$ cat src/rtl/dmem_arb_pkg.sv
// dmem_arbiter shared types and constants.
// FSM states, port IDs and alignment masks.
package dmem_arb_pkg;

    typedef enum logic [1:0] {
        IDLE   = 2'd0,
        S_RD   = 2'd1,
        V_BEAT = 2'd2,
        V_TAIL = 2'd3
    } state_e;

    typedef enum logic {
        PORT_S = 1'b0,
        PORT_V = 1'b1
    } port_e;

    localparam int VEC_BEATS = 4;

    localparam logic [3:0] S_ALIGN_MASK = 4'h3;
    localparam logic [3:0] V_ALIGN_MASK = 4'hF;

    function automatic logic misaligned(
        input logic [3:0] addr,
        input logic [3:0] mask
    );
        return |(addr & mask);
    endfunction

endpackage

$ cat src/rtl/dmem_arbiter_if.sv
// Bundle between execute stage, data RAM and dmem_arbiter.
// slave = arbiter side, master = requester/RAM side.
interface dmem_arbiter_if #(
    parameter int ADDR_W = 32
);
    logic              s_req_i;
    logic              s_we_i;
    logic [ADDR_W-1:0] s_addr_i;
    logic [31:0]       s_wdata_i;
    logic              s_gnt_o;
    logic              s_rvalid_o;
    logic [31:0]       s_rdata_o;

    logic              v_req_i;
    logic              v_we_i;
    logic [ADDR_W-1:0] v_addr_i;
    logic [127:0]      v_wdata_i;
    logic              v_gnt_o;
    logic              v_done_o;
    logic [127:0]      v_rdata_o;

    logic [ADDR_W-1:0] mem_addr_o;
    logic              mem_we_o;
    logic [31:0]       mem_wdata_o;
    logic [31:0]       mem_rdata_i;

    logic              err_o;
    logic              busy_o;

    modport slave (
        input  s_req_i, s_we_i, s_addr_i, s_wdata_i,
        output s_gnt_o, s_rvalid_o, s_rdata_o,
        input  v_req_i, v_we_i, v_addr_i, v_wdata_i,
        output v_gnt_o, v_done_o, v_rdata_o,
        output mem_addr_o, mem_we_o, mem_wdata_o,
        input  mem_rdata_i,
        output err_o, busy_o
    );

    modport master (
        output s_req_i, s_we_i, s_addr_i, s_wdata_i,
        input  s_gnt_o, s_rvalid_o, s_rdata_o,
        output v_req_i, v_we_i, v_addr_i, v_wdata_i,
        input  v_gnt_o, v_done_o, v_rdata_o,
        input  mem_addr_o, mem_we_o, mem_wdata_o,
        output mem_rdata_i,
        input  err_o, busy_o
    );

endinterface

$ cat src/rtl/rr_arb2.sv
// Two-way scalar/vector arbiter with a last-grant pointer.
// RR_EN=0 turns it into fixed priority with scalar first.
module rr_arb2
    import dmem_arb_pkg::*;
#(
    parameter bit RR_EN = 1'b1
) (
    input  logic clk_i,
    input  logic rst_i,
    input  logic en_i,
    input  logic req_s_i,
    input  logic req_v_i,
    output logic gnt_s_o,
    output logic gnt_v_o
);

    port_e last_q, last_d;
    logic  pick_v;

    always_comb begin
        pick_v = 1'b0;
        if (req_s_i && req_v_i) begin
            pick_v = RR_EN && (last_q == PORT_S);
        end else if (req_v_i) begin
            pick_v = 1'b1;
        end

        gnt_s_o = en_i && req_s_i && !pick_v;
        gnt_v_o = en_i && req_v_i && pick_v;

        last_d = last_q;
        if (gnt_s_o) begin
            last_d = PORT_S;
        end else if (gnt_v_o) begin
            last_d = PORT_V;
        end
    end

    // Pointing at vector after reset lets scalar win the first tie.
    always_ff @(posedge clk_i) begin
        if (rst_i) begin
            last_q <= PORT_V;
        end else begin
            last_q <= last_d;
        end
    end

endmodule

$ cat src/rtl/dmem_arbiter.sv
// Shares one 32-bit data RAM between scalar and 128-bit SIMD ports.
// SIMD accesses are split into four word beats on the RAM port.
module dmem_arbiter
    import dmem_arb_pkg::*;
#(
    parameter int ADDR_W = 32,
    parameter bit RR_EN  = 1'b1
) (
    input logic            clk_i,
    input logic            rst_i,
    dmem_arbiter_if.slave  bus
);

    state_e            state_q, state_d;
    logic [1:0]        beat_q, beat_d;
    logic [ADDR_W-1:0] base_q, base_d;
    logic              we_q, we_d;
    logic [127:0]      wdata_q, wdata_d;
    logic [127:0]      rdata_q, rdata_d;
    logic              done_q, done_d;

    logic              arb_en;
    logic              gnt_s;
    logic              gnt_v;
    logic              s_mis;
    logic              v_mis;
    logic [1:0]        slot;
    logic [ADDR_W-1:0] beat_ofs;

    assign arb_en   = (state_q == IDLE) && !rst_i;
    assign s_mis    = misaligned(bus.s_addr_i[3:0], S_ALIGN_MASK);
    assign v_mis    = misaligned(bus.v_addr_i[3:0], V_ALIGN_MASK);
    assign slot     = beat_q - 2'd1;
    assign beat_ofs = {{(ADDR_W-4){1'b0}}, beat_q, 2'b00};

    rr_arb2 #(
        .RR_EN(RR_EN)
    ) u_arb (
        .clk_i   (clk_i),
        .rst_i   (rst_i),
        .en_i    (arb_en),
        .req_s_i (bus.s_req_i),
        .req_v_i (bus.v_req_i),
        .gnt_s_o (gnt_s),
        .gnt_v_o (gnt_v)
    );

    always_comb begin
        state_d = state_q;
        beat_d  = beat_q;
        base_d  = base_q;
        we_d    = we_q;
        wdata_d = wdata_q;
        rdata_d = rdata_q;
        done_d  = 1'b0;

        bus.s_gnt_o     = gnt_s;
        bus.v_gnt_o     = gnt_v;
        bus.s_rvalid_o  = 1'b0;
        bus.s_rdata_o   = '0;
        bus.mem_addr_o  = '0;
        bus.mem_we_o    = 1'b0;
        bus.mem_wdata_o = '0;
        bus.err_o       = 1'b0;

        unique case (state_q)
            IDLE: begin
                if (gnt_s) begin
                    bus.mem_addr_o = bus.s_addr_i;
                    if (s_mis) begin
                        bus.err_o = 1'b1;
                    end else if (bus.s_we_i) begin
                        bus.mem_we_o    = 1'b1;
                        bus.mem_wdata_o = bus.s_wdata_i;
                    end else begin
                        state_d = S_RD;
                    end
                end else if (gnt_v) begin
                    bus.mem_addr_o = bus.v_addr_i;
                    if (v_mis) begin
                        bus.err_o = 1'b1;
                    end else begin
                        bus.mem_we_o    = bus.v_we_i;
                        bus.mem_wdata_o = bus.v_wdata_i[31:0];
                        base_d  = bus.v_addr_i;
                        we_d    = bus.v_we_i;
                        wdata_d = bus.v_wdata_i;
                        beat_d  = 2'd1;
                        state_d = V_BEAT;
                    end
                end
            end
            S_RD: begin
                bus.s_rvalid_o = 1'b1;
                bus.s_rdata_o  = bus.mem_rdata_i;
                state_d        = IDLE;
            end
            V_BEAT: begin
                bus.mem_addr_o  = base_q + beat_ofs;
                bus.mem_we_o    = we_q;
                bus.mem_wdata_o = wdata_q[32*beat_q +: 32];
                if (!we_q) begin
                    rdata_d[32*slot +: 32] = bus.mem_rdata_i;
                end
                beat_d = beat_q + 2'd1;
                // Writes finish with the last beat, so done lands in V_TAIL.
                if (beat_q == 2'(VEC_BEATS - 1)) begin
                    done_d  = we_q;
                    state_d = V_TAIL;
                end
            end
            V_TAIL: begin
                if (!we_q) begin
                    rdata_d[96 +: 32] = bus.mem_rdata_i;
                    done_d            = 1'b1;
                end
                state_d = IDLE;
            end
            default: state_d = IDLE;
        endcase

        // Nothing reaches the RAM or requesters while reset is held.
        if (rst_i) begin
            bus.s_rvalid_o  = 1'b0;
            bus.s_rdata_o   = '0;
            bus.mem_addr_o  = '0;
            bus.mem_we_o    = 1'b0;
            bus.mem_wdata_o = '0;
            bus.err_o       = 1'b0;
        end
    end

    always_ff @(posedge clk_i) begin
        if (rst_i) begin
            state_q <= IDLE;
            beat_q  <= '0;
            base_q  <= '0;
            we_q    <= 1'b0;
            wdata_q <= '0;
            rdata_q <= '0;
            done_q  <= 1'b0;
        end else begin
            state_q <= state_d;
            beat_q  <= beat_d;
            base_q  <= base_d;
            we_q    <= we_d;
            wdata_q <= wdata_d;
            rdata_q <= rdata_d;
            done_q  <= done_d;
        end
    end

    assign bus.v_done_o  = done_q;
    assign bus.v_rdata_o = rdata_q;
    assign bus.busy_o    = (state_q != IDLE);

endmodule
$ cat src/flat_wrapper.sv
// flat-port wrapper written by rule: the top's interface ports become plain ports
module dmem_arbiter_flat import dmem_arb_pkg::*;
#(
    parameter int ADDR_W = 32,
    parameter bit RR_EN  = 1'b1
)
  (clk_i, rst_i, bus_s_req_i, bus_s_we_i, bus_s_addr_i, bus_s_wdata_i, bus_s_gnt_o, bus_s_rvalid_o, bus_s_rdata_o, bus_v_req_i, bus_v_we_i, bus_v_addr_i, bus_v_wdata_i, bus_v_gnt_o, bus_v_done_o, bus_v_rdata_o, bus_mem_addr_o, bus_mem_we_o, bus_mem_wdata_o, bus_mem_rdata_i, bus_err_o, bus_busy_o);
  dmem_arbiter_if #(.ADDR_W(ADDR_W)) bus_i ();
  input logic clk_i;
  input logic rst_i;
  input wire logic [$bits(bus_i.s_req_i)-1:0] bus_s_req_i;
  input wire logic [$bits(bus_i.s_we_i)-1:0] bus_s_we_i;
  input wire logic [$bits(bus_i.s_addr_i)-1:0] bus_s_addr_i;
  input wire logic [$bits(bus_i.s_wdata_i)-1:0] bus_s_wdata_i;
  output wire logic [$bits(bus_i.s_gnt_o)-1:0] bus_s_gnt_o;
  output wire logic [$bits(bus_i.s_rvalid_o)-1:0] bus_s_rvalid_o;
  output wire logic [$bits(bus_i.s_rdata_o)-1:0] bus_s_rdata_o;
  input wire logic [$bits(bus_i.v_req_i)-1:0] bus_v_req_i;
  input wire logic [$bits(bus_i.v_we_i)-1:0] bus_v_we_i;
  input wire logic [$bits(bus_i.v_addr_i)-1:0] bus_v_addr_i;
  input wire logic [$bits(bus_i.v_wdata_i)-1:0] bus_v_wdata_i;
  output wire logic [$bits(bus_i.v_gnt_o)-1:0] bus_v_gnt_o;
  output wire logic [$bits(bus_i.v_done_o)-1:0] bus_v_done_o;
  output wire logic [$bits(bus_i.v_rdata_o)-1:0] bus_v_rdata_o;
  output wire logic [$bits(bus_i.mem_addr_o)-1:0] bus_mem_addr_o;
  output wire logic [$bits(bus_i.mem_we_o)-1:0] bus_mem_we_o;
  output wire logic [$bits(bus_i.mem_wdata_o)-1:0] bus_mem_wdata_o;
  input wire logic [$bits(bus_i.mem_rdata_i)-1:0] bus_mem_rdata_i;
  output wire logic [$bits(bus_i.err_o)-1:0] bus_err_o;
  output wire logic [$bits(bus_i.busy_o)-1:0] bus_busy_o;
  assign bus_i.s_req_i = bus_s_req_i;
  assign bus_i.s_we_i = bus_s_we_i;
  assign bus_i.s_addr_i = bus_s_addr_i;
  assign bus_i.s_wdata_i = bus_s_wdata_i;
  assign bus_s_gnt_o = bus_i.s_gnt_o;
  assign bus_s_rvalid_o = bus_i.s_rvalid_o;
  assign bus_s_rdata_o = bus_i.s_rdata_o;
  assign bus_i.v_req_i = bus_v_req_i;
  assign bus_i.v_we_i = bus_v_we_i;
  assign bus_i.v_addr_i = bus_v_addr_i;
  assign bus_i.v_wdata_i = bus_v_wdata_i;
  assign bus_v_gnt_o = bus_i.v_gnt_o;
  assign bus_v_done_o = bus_i.v_done_o;
  assign bus_v_rdata_o = bus_i.v_rdata_o;
  assign bus_mem_addr_o = bus_i.mem_addr_o;
  assign bus_mem_we_o = bus_i.mem_we_o;
  assign bus_mem_wdata_o = bus_i.mem_wdata_o;
  assign bus_i.mem_rdata_i = bus_mem_rdata_i;
  assign bus_err_o = bus_i.err_o;
  assign bus_busy_o = bus_i.busy_o;
  dmem_arbiter #(.ADDR_W(ADDR_W), .RR_EN(RR_EN)) u_core (.clk_i(clk_i), .rst_i(rst_i), .bus(bus_i));
endmodule
$ cat config.mk
export PLATFORM = sky130hd
export DESIGN_NAME = dmem_arbiter_flat
export DESIGN_NICKNAME = d
export VERILOG_FILES = /design/src/rtl/dmem_arb_pkg.sv /design/src/rtl/dmem_arbiter_if.sv /design/src/rtl/rr_arb2.sv /design/src/rtl/dmem_arbiter.sv /design/src/flat_wrapper.sv
export SDC_FILE = /design/constraint.sdc
export NUM_CORES = 1
export LEC_CHECK = 0
export CELL_PAD_IN_SITES_DETAIL_PLACEMENT = 0
export CELL_PAD_IN_SITES_GLOBAL_PLACEMENT = 1
export CORE_MARGIN = 1
export CORE_UTILIZATION = 34
export CTS_BUF_LIST = sky130_fd_sc_hd__clkbuf_8 sky130_fd_sc_hd__clkbuf_16
export CTS_CLUSTER_SIZE = 25
export DETAILED_ROUTE_END_ITERATION = 12
export GPL_ROUTABILITY_DRIVEN = 0
export PLACE_DENSITY_LB_ADDON = 0.1
export SYNTH_ARGS = -nofsm -noshare
export SYNTH_HDL_FRONTEND = slang
export SYNTH_SLANG_ARGS = --single-unit
$ cat constraint.sdc
create_clock -name clk_i -period 5.2 [get_ports clk_i]
set_input_delay 0.52 -clock clk_i [delete_from_list [all_inputs] [get_ports clk_i]]
set_output_delay 0.52 -clock clk_i [all_outputs]
set_load 0.01 [all_outputs]
* Word-level counts from Yosys, hierarchy flattened
Cells that the tools add are included.
** Word-level totals
- Input port bits :: 262
- Latch bits :: 0
- Memory bits (writable) :: 0
- ROM bits :: 0
- Output and inout port bits :: 231
- Memories :: 0
- Logic and storage cells :: 105
- Bits in registers :: 295
** Operators by class
- Divide/modulo/power cells :: 0
- $lt $le $gt $ge :: 0
- Bitwise operators :: 4
- Equal/unequal tests :: 14
- Multipliers :: 0
- Multiplexer cells :: 50
- $add $sub $neg :: 4
- Shift operators :: 3
- Reductions and logical operators :: 21
** Operators with widths (count)
- $mux W32 :: 12
- $pmux W32 S2 :: 3
- $bwmux W128 :: 1
- $mux W128 :: 1
- $shift A32 B34 Y128 const A :: 1
- $shiftx A128 B8 Y32 :: 1
- $shiftx A32 B34 Y128 :: 1
- $neg A7 Y34 :: 1
- $add A32 B4 Y32 :: 1
- $mux W1 :: 20
- $mux W2 :: 9
- $ne A3 B3 Y1 const B :: 4
- $ne A2 B2 Y1 const B :: 5
- $reduce_and A4 Y1 :: 2
- $reduce_bool A2 Y1 :: 4
- $eq A2 B2 Y1 const B :: 3
- $logic_and A1 B1 Y1 :: 6
- $pmux W2 S3 :: 1
- $reduce_and A5 Y1 :: 1
- $not A1 Y1 :: 4
- $pmux W1 S2 :: 2
- $pmux W2 S2 :: 1
- $reduce_or A2 Y1 :: 2
- $reduce_or A4 Y1 :: 1
- 8 further kinds :: 9

* Depth between registers and ports, before layout
- Word-level depth :: 8
- Mapped depth :: 10
- Mapped depth without buffers :: 7

* Modules after synthesis
Synthesis repeated with hierarchy kept, for this count alone.
** Second synthesis, totals
- Cells, all modules :: 1626
- Area total of the unflattened synthesis :: 13040.0 um2
** By module, submodules not included
- dmem_arbiter :: cells each 1618, area each 12981.2 um2, seq. area each 5885.6 um2, times used 1
- rr_arb2 :: cells each 8, area each 58.8 um2, seq. area each 20.0 um2, times used 1

* Least setup slack after synthesis
No wires, ideal clock.
- Path type :: reg-to-output
- From :: register u_core.beat_q[0]
- To :: output port bus_mem_addr_o[28]
- Path buffers :: 0
- Path slack :: 2.572 ns
- Stages on the path, launching flop included :: 8
- Data required time :: 4.680 ns
- Data arrival time :: 2.108 ns
- Cells stage by stage :: dfxtp_1 ha_1 fa_1 nand4_1 nor4_2 nand4_1 xor2_1 o22ai_1
** Between the ends
- Longest elaborated chain between the ends :: 3
** Ends and longest elaborated chain
- start: declaration :: RTL line dmem_arbiter.sv:15 : logic [1:0] beat_q, beat_d;
- start signal: assignment :: RTL line dmem_arbiter.sv:144 : beat_q <= beat_d;
- $add A32 B4 Y32 :: RTL line dmem_arbiter.sv:99 : bus.mem_addr_o = base_q + beat_ofs;
- $pmux W32 S2 :: RTL line dmem_arbiter.sv:66 : unique case (state_q)
- $mux W32 :: RTL line dmem_arbiter.sv:123 : if (rst_i) begin
- end: declaration :: RTL line flat_wrapper.sv:25 : output wire logic [$bits(bus_i.mem_addr_o)-1:0] bus_mem_addr_o;
Every way passes these cells.

* Worst setup path after layout
- From :: register u_core.state_q[1]
- To :: output port bus_mem_wdata_o[25]
** Between the ends
- Longest elaborated chain between the ends :: 8
- Elaborated cells between the ends (all ways) :: 11
- Those cells by class :: 1 x eq/ne; 4 x mux; 6 x reduce/logical
** Ends and longest elaborated chain
- start: declaration :: RTL line dmem_arbiter.sv:14 : state_e state_q, state_d;
- start signal: assignment :: RTL line dmem_arbiter.sv:143 : state_q <= state_d;
- $logic_not A2 Y1 :: RTL line dmem_arbiter.sv:30, dmem_arbiter.sv:66
- $logic_and A1 B1 Y1 :: RTL line dmem_arbiter.sv:30 : assign arb_en = (state_q == IDLE) && !rst_i;
- $logic_and A1 B1 Y1 (2 in series) :: RTL line rr_arb2.sv:29 : gnt_v_o = en_i && req_v_i && pick_v;
- $mux W32 :: RTL line dmem_arbiter.sv:78 : end else if (gnt_v) begin
- $mux W32 :: RTL line dmem_arbiter.sv:68 : if (gnt_s) begin
- $pmux W32 S2 * :: RTL line dmem_arbiter.sv:66
- $mux W32 * :: RTL line dmem_arbiter.sv:123
- end: declaration :: RTL line flat_wrapper.sv:27 : output wire logic [$bits(bus_i.mem_wdata_o)-1:0] bus_mem_wdata_o;
Mark *: on every way between the ends. The rest lies on a longest branch, timed or not.

==> impl_metrics.py <==
metrics = {
    "outcome": {
        "status": "complete, no violations",
    },
    "critical_path": {
        "arrival_ns": 3.88,
        "required_ns": 4.68,
        "cp-start-kind": "register",
        "worst_setup_path_end_kind": "primary output",
        "r2r_setup_slack_ns": 2.09,
        "worstPathMaxFanout": 33,
        "crit_type": "register to primary output",
    },
    "grt": {
        "met3_usage": 0.0699,
        "grt_pass1_wl_mm": 75.7,
        "grt_antenna_before_repair": 8,
        "track_usage": 0.249,
        "grt_max_degree": 96,
        "grt_busiest_layer": "met2",
        "grt_pass1_vias": 12600,
        "met2_usage": 0.405,
        "gr-usage-met1": 0.321,
        "overflow": 0,
    },
    "final_layout": {
        "finalNetCount": 2335,
        "area_growth_pct": 47.0,
        "seq_area_sq_mm": 0.00591,
        "fillers": 3705,
        "final_cells": 2599,
        "fin_util": 0.511,
        "multi_input_area_sq_mm": 0.00658,
        "final_common_cell": "clkdlybuf4s50_1",
        "drive_gt1_frac": 0.0576,
        "layout_common_cells": "clkdlybuf4s50_1, nand2_1, dfxtp_1",
    },
    "die": {
        "start_util": 0.348,
        "pin_count": 493,
        "core-area_sq_mm": 0.0378,
        "die_area_sq_mm": 0.0395,
        "die_h_microns": 199,
        "num_rows": 71,
        "die_width_microns": 199,
    },
    "clock_network": {
        "clockRootBuffer": "clkbuf_16",
        "post_cts_buffers": 0,
        "clkLatencyLatePin_ns": 0.51,
        "cts_resized": 0,
        "ctsHoldBuffers": 0,
        "clk_pin_slew_ns": 0.06,
        "cts_tree": "built",
        "clockBufferDepth": 3,
        "htree_levels": 2,
        "cts_buffers": 35,
        "cts.sinks": 295,
    },
    "sta": {
        "drv_slew": 0,
        "rsz0062_at_grt": "false",
        "fin_setup_tns_ns": 0,
        "finalCriticalPeriod_ns": 4.40,
        "maxSlewHeadroom": 0.256,
        "finalCritPeriodShare": 0.846,
        "setup-violations-final": 0,
        "timing.fmax_ghz": 0.227,
        "final_hold_viol_count": 0,
        "fin_ws_ns": 0.799,
        "tightest_slew_ns": 1.12,
        "skew_ns": 0.0119,
    },
    "yosys": {
        "synth-simple-area-share": 0.243,
        "seq_area_frac_synth": 0.449,
        "synth_top_family_by_area": "simple AND/OR/NAND/NOR gates",
        "yosysWarnings": 0,
        "synth_cells": 1655,
        "ys_types": 53,
        "synth_nets": 1925,
        "synth_xor_area_frac": 0.0166,
        "yosys_most_used_dff": "dfxtp_1",
        "synthMuxAreaShare": 0.0555,
        "synth_fa_ha_area_frac": 0.00817,
        "synth_compound_area_frac": 0.174,
        "netlist_area_sq_mm": 0.0132,
        "synth-seq-cells": 295,
        "synth_edf_count": 0,
        "synthArstFlopShare": 0,
        "syn_avg_cell_area_sq_um": 7.95,
    },
    "power": {
        "p_leak_uw": 0.00627,
        "power.total_uw": 4930,
        "p_per_area_mw_per_mm2": 255,
        "ir_worst_vdd_v": 0.000152,
    },
    "hold_path": {
        "hold_class": "primary input to register",
    },
    "routing": {
        "vias": 13300,
        "wl_per_cell_microns": 19.6,
        "drt_first_iter_violations": 876,
        "drc": 0,
        "vias_per_cell": 5.11,
        "detail-route-antenna-nets": 0,
        "routed_wl_mm": 51.0,
        "first_pass_iters": 4,
    },
    "placement": {
        "dp_hpwl_mm": 34.8,
        "dp_slack_ns": 1.17,
        "placed_cells": 2539,
        "io_buffers": 492,
    },
    "flow_run": {
        "drv_cap": 0,
    },
}
-- flip-flops by register name, indices dropped and copies added (netlist names) --
signal	cells
u_core.bus.v_done_o	1
u_core.beat_q	2
u_core.bus.v_rdata_o	128
u_core.base_q	32
u_core.u_arb.last_q	1
u_core.wdata_q	128
u_core.we_q	1
u_core.state_q	2
-- layout make-up --
cell class	instances	area share
Multi-Input combinational cell	1206	0.340
Sequential cell	295	0.305
Timing Repair Buffer	517	0.266
Clock buffer	39	0.0493
Tap cell	511	0.0330
Clock inverter	15	0.00323
Inverter	10	0.00194
Antenna cell	6	0.000776
-- report_power, final --
group / switching (uW) / total (uW) / leakage (uW) / internal [uW]
sequential: 5.81 / 2270 / 0.00238 / 2270
combinational: 182 / 426 / 0.00335 / 244
clock: 933 / 2230 / 0.000543 / 1300
total: 1120 / 4930 / 0.00627 / 3810
-- routing by layer --
layer	vias to the layer above	wire (microns)
met5	-	53
met2	441	23800
met4	8	1130
li1	6508	-
met3	72	4140
met1	6245	21900
-- cell families (layout without fill, tap and decap cells) --
group | Yosys count | after routing
simple gates | 741 | 741
other cells | 0 | 6
fa+ha+maj | 8 | 8
buf+inv | 154 | 581
compound gates | 399 | 399
xor+xnor | 25 | 25
flops | 295 | 295
mux | 33 | 33
-- cells in the mapped netlist, types with 14 or more instances --
| library cell | instances | area share |
|---|---|---|
| and2_1 | 36 | 0.017 |
| clkbuf_1 | 100 | 0.029 |
| dfxtp_1 | 295 | 0.45 |
| buf_6 | 14 | 0.012 |
| nand2_1 | 487 | 0.14 |
| a22oi_1 | 59 | 0.034 |
| buf_2 | 21 | 0.0080 |
| nor2_1 | 53 | 0.015 |
| a21oi_1 | 263 | 0.10 |
| mux4_2 | 32 | 0.055 |
| a31oi_1 | 33 | 0.016 |
| nand3_1 | 110 | 0.042 |
| o22ai_1 | 17 | 0.0081 |
-- stage by stage --
| stage | area (sq um) | hold WS [ns] |
|---|---|---|
| after floorplan | 13200 | 0.433 |
| after global placement | 18300 | 0.437 |
| after detailed placement | 18300 | 0.443 |
| after CTS | 19300 | 0.378 |
| after global routing | 19300 | 0.396 |
| final | 19300 | 0.382 |
-- final timing paths --
check	start	to	depth (start not counted)
max	u_core.state_q[1]$_SDFFE_PP0P_	bus_mem_wdata_o[25]	6
min	rst_i	u_core.base_q[7]$_SDFFE_PP0P_	2
max reg2reg	u_core.state_q[1]$_SDFFE_PP0P_	u_core.wdata_q[22]$_SDFFE_PP0P_	8
min reg2reg	u_core.bus.v_rdata_o[52]$_SDFFE_PP0P_	u_core.bus.v_rdata_o[52]$_SDFFE_PP0P_	2
-- critical path, stage by stage, from the launching register on --
cell,delay (ns)
dfxtp_1,0.48
or3_1,0.51
a211oi_4,0.56
and3_2,0.92
nand2_1,0.13
a31oi_1,0.16
clkdlybuf4s50_1,0.57
No activity file was read; power rests on OpenSTA's default activity.
